$ cat src/rtl/uart_frame_tx.sv
`default_nettype none
// +----------------------------------------------------------------------------+
// | uart_frame_tx                                                              |
// | Sends a 5-byte 8N1 frame (AA, Less, Middle, Big, checksum) LSB first.     |
// | Revision: 1.0                                                              |
// +----------------------------------------------------------------------------+
module uart_frame_tx #(
    parameter int CLK_FREQ = 50000000,
    parameter int BAUD     = 9600
) (
    input  logic       clk,
    input  logic       reset,
    input  logic       start,
    input  logic [6:0] Less_in,
    input  logic [6:0] Middle_in,
    input  logic [6:0] Big_in,
    output logic       tx,
    output logic       busy,
    output logic       done
);

    localparam int c_BIT_CYCLES = CLK_FREQ / BAUD;
    localparam int c_CNT_W      = (c_BIT_CYCLES > 1) ? $clog2(c_BIT_CYCLES) : 1;
    localparam logic [c_CNT_W-1:0] c_CNT_LAST = c_CNT_W'(c_BIT_CYCLES - 1);

    localparam logic [1:0] c_IDLE      = 2'd0;
    localparam logic [1:0] c_START_BIT = 2'd1;
    localparam logic [1:0] c_DATA_BITS = 2'd2;
    localparam logic [1:0] c_STOP_BIT  = 2'd3;

    logic [1:0]         r_state;
    logic [c_CNT_W-1:0] r_cnt;
    logic [2:0]         r_bit_idx;
    logic [2:0]         r_byte_idx;
    logic [6:0]         r_less;
    logic [6:0]         r_middle;
    logic [6:0]         r_big;
    logic               r_tx;
    logic               r_done;

    logic [7:0] w_sum;
    logic [7:0] w_byte;
    logic       w_bit_end;

    // Checksum covers the three data bytes only; the 8-bit add drops carries.
    assign w_sum     = {1'b0, r_less} + {1'b0, r_middle} + {1'b0, r_big};
    assign w_bit_end = (r_cnt == c_CNT_LAST);

    always_comb begin
        w_byte = 8'hAA;
        case (r_byte_idx)
            3'd1:    w_byte = {1'b0, r_less};
            3'd2:    w_byte = {1'b0, r_middle};
            3'd3:    w_byte = {1'b0, r_big};
            3'd4:    w_byte = w_sum;
            default: w_byte = 8'hAA;
        endcase
    end

    always_ff @(posedge clk or negedge reset) begin
        if (!reset) begin
            r_state    <= c_IDLE;
            r_cnt      <= '0;
            r_bit_idx  <= 3'd0;
            r_byte_idx <= 3'd0;
            r_less     <= 7'd0;
            r_middle   <= 7'd0;
            r_big      <= 7'd0;
            r_tx       <= 1'b1;
            r_done     <= 1'b0;
        end else begin
            r_done <= 1'b0;
            if (r_state != c_IDLE) begin
                r_cnt <= w_bit_end ? '0 : r_cnt + c_CNT_W'(1);
            end
            case (r_state)
                c_IDLE: begin
                    if (start) begin
                        r_state    <= c_START_BIT;
                        r_cnt      <= '0;
                        r_bit_idx  <= 3'd0;
                        r_byte_idx <= 3'd0;
                        r_less     <= Less_in;
                        r_middle   <= Middle_in;
                        r_big      <= Big_in;
                        r_tx       <= 1'b0;
                    end
                end
                c_START_BIT: begin
                    if (w_bit_end) begin
                        r_state   <= c_DATA_BITS;
                        r_bit_idx <= 3'd0;
                        r_tx      <= w_byte[0];
                    end
                end
                c_DATA_BITS: begin
                    if (w_bit_end) begin
                        if (r_bit_idx == 3'd7) begin
                            r_state <= c_STOP_BIT;
                            r_tx    <= 1'b1;
                        end else begin
                            r_bit_idx <= r_bit_idx + 3'd1;
                            r_tx      <= w_byte[r_bit_idx + 3'd1];
                        end
                    end
                end
                default: begin
                    // Stop bit: chain straight into the next start bit, no idle gap.
                    if (w_bit_end) begin
                        if (r_byte_idx == 3'd4) begin
                            r_state <= c_IDLE;
                            r_done  <= 1'b1;
                        end else begin
                            r_state    <= c_START_BIT;
                            r_byte_idx <= r_byte_idx + 3'd1;
                            r_tx       <= 1'b0;
                        end
                    end
                end
            endcase
        end
    end

    assign tx   = r_tx;
    assign busy = (r_state != c_IDLE);
    assign done = r_done;

endmodule
`default_nettype wire

$ cat config.mk
export PLATFORM = sky130hd
export DESIGN_NAME = uart_frame_tx
export DESIGN_NICKNAME = d
export VERILOG_FILES = /design/src/rtl/uart_frame_tx.sv
export SDC_FILE = /design/constraint.sdc
export NUM_CORES = 1
export LEC_CHECK = 0
export BUFFER_PORTS_ARGS = -buffer_cell sky130_fd_sc_hd__buf_2
export CAP_MARGIN = 5
export CORE_ASPECT_RATIO = 0.8
export CORE_MARGIN = 5
export CORE_UTILIZATION = 50
export DETAILED_ROUTE_END_ITERATION = 8
export PLACE_DENSITY = 0.69
export SETUP_SLACK_MARGIN = 0.1
export SLEW_MARGIN = 20
export SYNTH_ARGS = -nofsm -noshare
export SYNTH_HDL_FRONTEND = slang
export SYNTH_SLANG_ARGS = --single-unit
$ cat constraint.sdc
create_clock -name clk -period 4.7 [get_ports clk]
set_input_delay 0.235 -clock clk [delete_from_list [all_inputs] [get_ports clk]]
set_output_delay 0.235 -clock clk [all_outputs]
set_load 0.01 [all_outputs]
==> reports/metrics.yaml <==
floorplan:
  core_area_um2: 5500
  ios: 27
  die_area_um2: 7330
  die_y_um: 77.6
  start_util_pct: 52.0
  rows: 24
  die_w_um: 94.5
drt:
  first_iter_violations: 146
  via_count: 2115
  drc: 0
  drt-total-wl_um: 5870
  drt_pass1_iterations: 4
  wl_per_cell_um: 15.2
  route.antenna.remaining_nets: 0
  viasPerCell: 5.48
placement:
  pre_cts_slack_ps: 2000
  io_buffers: 26
  hpwl_um: 4400
  routabilityCongestion: 0.865
setup_path:
  reg2reg_slack_ps: 1990
  worstPathArrival_ps: 2940
  worstPathMaxFanout: 3
  crit_type: "flop to flop"
  crit_start: "r_less[1]"
  r2r_end: "tx"
  cpMostUsedCell: "inv_1"
  critPathRequiredTime_ps: 4930
  reg2reg_depth: 12
  r2r-start: "r_less[1]"
  start_kind: "flop"
  crit_chain: "inv_1, fa_1, inv_1, ha_1, inv_1, fa_1, nor2b_1, o221a_2, o21ai_0, a211oi_1, o2bb2ai_1, a31o_2"
  cpMaxStageDelayCell: "fa_1"
  worst_setup_path_end_kind: "flop"
  cp.buffers_inverters: 3
  worst-path-stages: 12
  max_stage_delay_ps: 480
  path_delay_family: "adder cells"
  crit_end: "tx"
clock_tree:
  root_buffer: "clkbuf_8"
  cts_tree: "yes"
  clock_latency_ps: 300
  cts.sinks: 44
  hold_buffers: 0
  cts_setup_buffers: 0
  cts_resized: 0
  clk_path_buf_depth: 2
  ctsHtreeMaxLevel: 2
  cts_made_buffers: 5
  clk_pin_slew_ps: 80
sta:
  setup_ws_ps: 1990
  period_minus_slack_ps: 2710
  worst_slew_pin_slew_ps: 972
  fin_worst_skew_ps: 9.30
  rsz0062_at_grt: "no"
  slew_viol_final: 0
  hold_viol: 0
  fmax_mhz: 369
  post-route-period-util_pct: 57.7
  setup_viol: 0
  hold_ws_ps: 168
  tns_ps: 0
  relSlewSlack_pct: 35.1
finish:
  multi_input_area_um2: 1610
  fin_util_pct: 57.6
  regArea_um2: 1100
  syn_to_final_growth_pct: 10.8
  n_antenna_cell: 0
  drive_gt1_share_pct: 21.8
  nNetsFinal: 357
  final_cell_mix: "dfrtp_1, nand2_1, inv_1, buf_2, o21ai_0"
  layout_commonest_cell: "dfrtp_1"
  fillers: 486
yosys:
  synthesis.area_um2: 2860
  netlist.area_leader.share_pct: 37.7
  yosysWarningCount: 0
  syn_inst: 281
  synth_seq_area_share_pct: 38.6
  syn_nets: 331
  avgSynthCellArea_um2: 10.2
  ys_ff_latch: 44
  synth_flop_cell: "dfrtp_1"
  synth_async_sr_flop_share_pct: 100
  synth_cell_types: 59
  synth-edff-count: 0
  synthTopCellsByArea: "dfrtp_1, mux2_2, ha_1"
  synth_area_leader_cell: "dfrtp_1"
grt:
  first_global_vias: 2086
  grt_overflow: 0
  grt_max_degree: 45
  antenna_found_initial: 0
  grt_usage_pct: 17.5
  grt_pass1_wl_um: 10200
power_and_ir_drop:
  leakage_nw: 1.51
  peakVddDrop_v: 0.000134
  total_power_mw: 0.770
  pwr_density_cell_nw_per_um2: 243
status:
  status: "finished, final reports clean"
run:
  maxCapViolCount: 0
min_path:
  worstHoldPathType: "primary input to flop"
## how the worst min path moves through the flow
| stage | start | endpoint | cells after the start | slack, ps |
|---|---|---|---|---|
| finish | Big_in[5] | r_big[5] | 2 | 170 |
| global route | Less_in[0] | r_less[0] | 2 | 160 |
| CTS | reset | r_middle[5] | 1 | 130 |
| global placement | reset | r_big[6] | 1 | 450 |
| floorplan | reset | done | 0 | -60 |
| detailed placement | reset | r_middle[5] | 1 | 460 |
## registers in the layout (all words and copies together), names as in the netlist
register	count
r_less	7
r_state	2
r_big	7
r_middle	7
r_byte_idx	3
done	1
r_bit_idx	3
tx	1
r_cnt	13
## logic make-up after synthesis
kind of cell / count (synthesis) / share of synthesized area (%)
mux: 21 / 8.28
xor+xnor: 9 / 2.76
buf+inv: 34 / 4.99
fa+ha+maj: 26 / 13.5
flops: 44 / 38.6
compound gates: 67 / 16.1
simple gates: 80 / 15.8
## metal layers
metal	part of all wire (%)	global-route usage (%)	up-vias	wire, um
li1	-	-	1060	-
met1	53	26.6	1012	3120
met2	41	25.2	39	2420
met3	5.1	4.45	4	298
met5	0	0	-	0
met4	0.58	3.46	0	34
## synthesized netlist by cell type, drive strengths merged, types with 2 or more instances
library cell and instances:
a211oi 2, a21oi 6, a221oi 3, a22o 2, a22oi 6, a31o 2, a32oi 2, and3 6
buf 5, clkbuf 3, dfrtp 43, fa 8, ha 18, inv 26, mux2 21, nand2 29
nand2b 2, nand3 2, nand4 5, nor2 14, nor2b 5, nor3 3, nor3b 2, nor4 2
nor4b 2, o2111ai 2, o21a 2, o21ai 23, o2bb2ai 2, o311ai 2, or2 2, or3 2
xor2 8
## final cells by class
class / instances / area share (%)
multi-input combinational: 203 / 50.9
inverter: 26 / 3.24
clock buffer: 6 / 2.29
clock inverter: 2 / 1.11
tap: 78 / 3.08
timing repair buffer: 27 / 4.51
sequential: 44 / 34.8
## power breakdown
| group | internal [mW] | total (mW) | leakage (nW) | switching (mW) |
|---|---|---|---|---|
| clock | 0.158 | 0.289 | 0.0552 | 0.131 |
| combinational | 0.0293 | 0.0579 | 0.886 | 0.0286 |
| sequential | 0.396 | 0.423 | 0.566 | 0.0269 |
| total | 0.583 | 0.770 | 1.51 | 0.187 |
## through the flow
stage	area, um2	std cells
after floorplan	2860	281
after global placement	3040	377
after detailed placement	3040	377
after CTS	3150	385
after global routing	3160	386
final	3160	386
Power figures use the tool's default switching activity.
